## src/rtl/incr_stream_fifo.sv

```systemverilog
// incr_stream_fifo
// Streaming stage that adds a constant to each accepted word and buffers the
// results in a small FIFO. Input and output both use valid/ready handshakes.
// in_ready depends only on registered state and reset, never on out_ready,
// so a full FIFO cannot accept a word even when a pop happens in the same
// cycle. The head entry is read combinationally, which means a word pushed
// into an empty FIFO is presented in the very next cycle.
module incr_stream_fifo #(
    parameter int          DW    = 32,
    parameter int          DEPTH = 4,   // power of 2, at least 2
    parameter int unsigned INC   = 1
) (
    input  logic                     v_clk,
    input  logic                     v_rst,
    input  logic                     in_valid,
    output logic                     in_ready,
    input  logic [DW-1:0]            in_data,
    output logic                     out_valid,
    input  logic                     out_ready,
    output logic [DW-1:0]            out_data,
    output logic [$clog2(DEPTH):0]   count,
    output logic                     full,
    output logic                     empty,
    output logic [31:0]              accepted
);

    localparam int AW = $clog2(DEPTH);
    localparam int CW = AW + 1;
    localparam logic [CW-1:0] DEPTH_C = CW'(DEPTH);
    localparam logic [DW-1:0] INC_C   = DW'(INC);

    // Storage for the incremented words. It has no reset because only
    // entries between rd_ptr and wr_ptr are ever observed.
    logic [DW-1:0] mem [DEPTH];

    logic [AW-1:0] wr_ptr_reg;
    logic [AW-1:0] rd_ptr_reg;
    logic [CW-1:0] count_reg;
    logic [31:0]   accepted_reg;

    logic push;
    logic pop;

    // Status flags come straight from the occupancy register.
    assign full  = (count_reg == DEPTH_C);
    assign empty = (count_reg == '0);
    assign count = count_reg;
    assign accepted = accepted_reg;

    // Reset gates in_ready directly so nothing is taken while v_rst is high.
    assign in_ready  = !full && !v_rst;
    assign out_valid = !empty;
    assign out_data  = empty ? '0 : mem[rd_ptr_reg];

    assign push = in_valid && in_ready;
    assign pop  = out_valid && out_ready;

    // Write the incremented word at the tail; the carry out is dropped.
    always_ff @(posedge v_clk) begin
        if (push) begin
            mem[wr_ptr_reg] <= in_data + INC_C;
        end
    end

    // Pointer, occupancy and acceptance bookkeeping.
    always_ff @(posedge v_clk or posedge v_rst) begin
        if (v_rst) begin
            wr_ptr_reg   <= '0;
            rd_ptr_reg   <= '0;
            count_reg    <= '0;
            accepted_reg <= '0;
        end else begin
            if (push) begin
                wr_ptr_reg   <= wr_ptr_reg + AW'(1);
                accepted_reg <= accepted_reg + 32'd1;
            end
            if (pop) begin
                rd_ptr_reg <= rd_ptr_reg + AW'(1);
            end
            case ({push, pop})
                2'b10:   count_reg <= count_reg + CW'(1);
                2'b01:   count_reg <= count_reg - CW'(1);
                default: count_reg <= count_reg;
            endcase
        end
    end

`ifndef SYNTHESIS
    // Simulation-only guards against overflow, underflow and bad occupancy.
    always @(posedge v_clk) begin
        if (!v_rst) begin
            assert (!(in_valid && in_ready && full))
                else $error("incr_stream_fifo: push while full");
            assert (!(out_valid && out_ready && empty))
                else $error("incr_stream_fifo: pop while empty");
            assert (count_reg <= DEPTH_C)
                else $error("incr_stream_fifo: count %0d exceeds depth", count_reg);
        end
    end
`endif

endmodule

```

## config.mk

```make
export PLATFORM = sky130hd
export DESIGN_NAME = incr_stream_fifo
export DESIGN_NICKNAME = d
export VERILOG_FILES = /design/src/rtl/incr_stream_fifo.sv
export SDC_FILE = /design/constraint.sdc
export NUM_CORES = 1
export LEC_CHECK = 0
export ABC_AREA = 1
export BUFFER_PORTS_ARGS = -buffer_cell sky130_fd_sc_hd__clkbuf_2
export CAP_MARGIN = 20
export CORE_MARGIN = 2
export CORE_UTILIZATION = 60
export CTS_BUF_LIST = sky130_fd_sc_hd__clkbuf_2 sky130_fd_sc_hd__clkbuf_4 sky130_fd_sc_hd__clkbuf_8
export CTS_CLUSTER_SIZE = 12
export DETAILED_ROUTE_END_ITERATION = 12
export GPL_ROUTABILITY_DRIVEN = 0
export GPL_TIMING_DRIVEN = 0
export PLACE_DENSITY = 0.9
export SETUP_SLACK_MARGIN = 0.1
export SYNTH_ARGS = -nofsm -noshare
export SYNTH_HDL_FRONTEND = slang
export SYNTH_SLANG_ARGS = --single-unit
```

## constraint.sdc

```tcl
create_clock -name v_clk -period 3.35 [get_ports v_clk]
set_input_delay 0.1675 -clock v_clk [delete_from_list [all_inputs] [get_ports v_clk]]
set_output_delay 0.1675 -clock v_clk [all_outputs]
set_load 0.03 [all_outputs]
```

# Word level (Yosys, flattened, before mapping)
# Memories as Yosys holds them, arrays and structs flattened.
# Cells that the tools add are included.
# totals
regBits	39
latchBits	0
mem_bits_rw	128
rom_bits	0
in_bits	36
output_inout_bits	71
word_cells	26
memories	1
# mem_list
memory	words	word_bits	read_ports	rd_clocked_by_memory_dff	wr	line	text
mem	4	32	1	0	1	34	logic [DW-1:0] mem [DEPTH];
# classes
add_sub_neg	6
multipliers	0
div	0
order_cmp	0
eq_ne	3
shift	0
muxes	4
bitwise	0
reduce_logical	8
# ops
cell	count
$add A32 B1 Y32 const B	2
$mux W32	1
$pmux W3 S2	1
$add A2 B1 Y2 const B	2
$add A3 B1 Y3 const B	1
$eq A3 B3 Y1 const B	1
$logic_and A1 B1 Y1	3
$logic_not A1 Y1	3
$logic_not A3 Y1	1
$sub A3 B1 Y3 const B	1
$eq A2 B1 Y1 const B	1
$eq A2 B2 Y1 const B	1
$mux W1	2
$reduce_bool A2 Y1	1

# Depth between registers and ports, before layout
# depth
ltp_word	6
ltp_mapped	11
ltp_nobuf	9

# Worst setup path after synthesis
# Ideal clock, no wire load.
# synth_path
kind	input port to flip-flop
start	in v_rst
end	mem mem[0][0] (enable)
t_arrival_ns	3.033
t_required_ns	2.929
slack_ns	-0.104
path_stages	5
path_cell_list	inv_1 nand3_2 buf_6 buf_6 nor2_1
# synth_via
elab_chain_len	5
# synth_rtl
item	line	text
from (decl)	14	input logic v_rst,
$logic_not A1 Y1 (no source line)	n/a	
$logic_and A1 B1 Y1	51	assign in_ready = !full && !v_rst;
$logic_and A1 B1 Y1	55	assign push = in_valid && in_ready;
$mux W1	60	if (push) begin
$mux W1 (not written as such)	61	mem[wr_ptr_reg] <= in_data + INC_C;
to (decl)	34	
# Every way passes these cells.

# Final worst setup path
# layout_path
start	in v_rst
end	reg count_reg[1] (netlist: count[1])
# layout_via
elab_chain_len	5
elab_cells_between_ends	7
# layout_rtl
item	line	text
$logic_not A1 Y1 (no source line) *	n/a	
$logic_and A1 B1 Y1 *	51	
$logic_and A1 B1 Y1 *	55	
$eq A2 B1 Y1 or $eq A2 B2 Y1 (tied branches)	80	case ({push, pop})
$pmux W3 S2 or $reduce_bool A2 Y1 (tied branches)	n/a	
to (signal assigned)	81	2'b10: count_reg <= count_reg + CW'(1);
to (signal assigned)	82	2'b01: count_reg <= count_reg - CW'(1);
to (signal assigned)	83	default: count_reg <= count_reg;
to (decl)	38	logic [CW-1:0] count_reg;
# Every way passes the cells marked *; elsewhere a longest branch is shown, timed or not.
# A chain may end at the register's enable or synchronous reset.

==> flow_metrics.tcl <==
set metrics [dict create \
    status "finished clean" \
    rows 42 \
    wl_met3_um 1890 \
    dp_cells 1114 \
    critPathArrivalTime_ps 3020 \
    peakVddDrop_v 0.000527 \
    clockBufferDepth 2 \
    cts_tree "built" \
    pin_count 107 \
    drcViolationCount 0 \
    avgViaCountPerCell 5.56 \
    max_slew.worst_pin.slew_ps 837 \
    die_h_um 120 \
    hold_viol_final 0 \
    wirelength_um 19200 \
    m1WireLength_um 7440 \
    maxUsedRoutingLayer "met4" \
    first_global_vias 6103 \
    floorplan.die.width_um 120 \
    ys_types 30 \
    power_density_mw_per_mm2 756 \
    grt-ovfl-total 0 \
    ant_nets 0 \
    synthesis.area_sq_mm 0.00803 \
    cp.required_ps 3740 \
    leakage_nw 3.77 \
    placed_area_sq_mm 0.00892 \
    ys_ff_latch 167 \
    cts_buffers 17 \
    synth.avg_cell_area_sq_um 9.70 \
    drt_iter0_drc 752 \
    period_minus_slack_ps 2640 \
    numPortBuffers 106 \
    clock.fmax_mhz 379 \
    first_pass_iters 6 \
    vias 6381 \
    clkLatencyLatePin_ps 460 \
    grt_usage_pct 28.1 \
    yosys_warnings 0 \
    cts-root-buf "clkbuf_8" \
    crit_type "in -> reg" \
    slew_violations 0 \
    final_cell_area_sq_mm 0.00932 \
    cp_max_fo 40 \
    n_antenna_cell 0 \
    initial_core_util_pct 61.2 \
    clock-sinks 167 \
    h-tree-depth 4 \
    instances_no_fill 1147 \
    path_clk_slew_ps 80 \
    final_common_cell "nor2_1" \
    min_path_type "in -> reg" \
    cp-start-kind "primary input" \
    whs_ps 63.6 \
    core_sq_mm 0.0131 \
    wl_met2_um 9400 \
    end_kind "flop" \
    syn_nets 872 \
    setup_tns_ps 0 \
    synthToLayoutAreaGrowth_pct 16.0 \
    grt_setup_unrepaired "no" \
    nets 1002 \
    period_share_pct 78.7 \
    wl_per_cell_um 16.8 \
    post_cts_buffers 0 \
    slew_headroom_pct 44.1 \
    setup_viol 0 \
    dp.final_hpwl_um 13600 \
    antenna_found_initial 0 \
    power_mw 7.04 \
    fin_skew_ps 12.9 \
    synth_cells 828 \
    final_cell_mix "188 x nor2_1, 148 x nand2_1, 128 x edfxtp_1" \
    drv_cap 0 \
    grt_max_degree 41 \
    yosysSeqAreaShare_pct 60.0 \
    largest_register_ffs 128 \
    die-area_sq_mm 0.0143 \
    layout-drive-gt1-share_pct 18.9 \
    grt_pass1_wl_um 30500 \
]
-- metrics by stage --
step	util, %	setup WS (ps)
after floorplan	-	-104
after global placement	66.9	-1620
after detailed placement	67.9	710
after CTS	70.9	665
after global routing	70.9	457
final	70.9	713
-- final timing paths --
kind	to	slack (ps)	startpoint	cells past startpoint
worst max-delay path	count[1]	710	v_rst	10
min in group asynchronous	count[0]	430	v_rst	3
worst min-delay path	mem[0][31]	60	in_data[31]	3
worst max register to register	count[2]	1030	count[0]	11
worst min register to register	accepted[4]	490	accepted[4]	1
max in group asynchronous	accepted[16]	2380	v_rst	3
-- cell type report --
type | instances | area [sq um]
flip-flops and latches | 167 | 4820
fillers | 928 | 3820
multi-input cells | 575 | 2890
repair buffers | 111 | 643
clock buffers | 23 | 292
inverters | 60 | 225
well taps | 176 | 220
plain buffers | 26 | 129
clock inverters | 9 | 100
-- synthesized netlist by cell type, drive strengths merged --
| library cell | n | area, sq um |
|---|---|---|
| a21oi | 33 | 165 |
| and3 | 2 | 12.5 |
| buf | 13 | 80.1 |
| clkbuf | 13 | 48.8 |
| dfrtp | 39 | 976 |
| edfxtp | 128 | 3840 |
| fa | 1 | 20.0 |
| ha | 7 | 87.6 |
| inv | 60 | 225 |
| nand2 | 150 | 578 |
| nand3 | 21 | 130 |
| nand3b | 10 | 75.1 |
| nand4 | 12 | 75.1 |
| nor2 | 205 | 837 |
| nor3 | 17 | 116 |
| nor4 | 1 | 6.26 |
| o21ai | 70 | 354 |
| xnor2 | 16 | 140 |
| xor2 | 30 | 263 |
-- report_power, final --
part	leakage, nW	switching (mW)	internal, mW
clock network	0.211	0.688	0.729
logic	1.89	2.20	0.828
registers	1.67	0.121	2.48
-- layer usage --
metal	GRT usage, %	up-vias
met1	36.4	2976
met5	0	-
met2	45.5	366
met3	7.27	41
met4	11.5	0
li1	-	2998
-- cell families (layout without fill, tap and decap cells) --
logic type	count (synthesis)	in the layout	share of synthesized area (%)
adders and majority gates	8	8	1.34
xor gates and xnor gates	46	46	5.01
buffers and inverters	86	229	4.41
AOI/OAI and AO/OA	103	103	6.46
DFF	167	167	60.0
and+or+nand+nor	418	418	22.8
-- worst max-delay path, stage by stage --
cell and delay [ps]:
dlygate4sd3_1 540, clkbuf_2 120, inv_2 610, nand3_2 290
buf_6 230, buf_6 170, ha_1 200, inv_1 100
fa_1 420, o21ai_0 160
-- timing repair --
action                                 in CTS  in global routing
hold buffers                                1                  0
endpoints found under the hold margin      39                  0
gates resized for setup                     0                  0
Note: power is estimated with default switching activity, not from simulation.
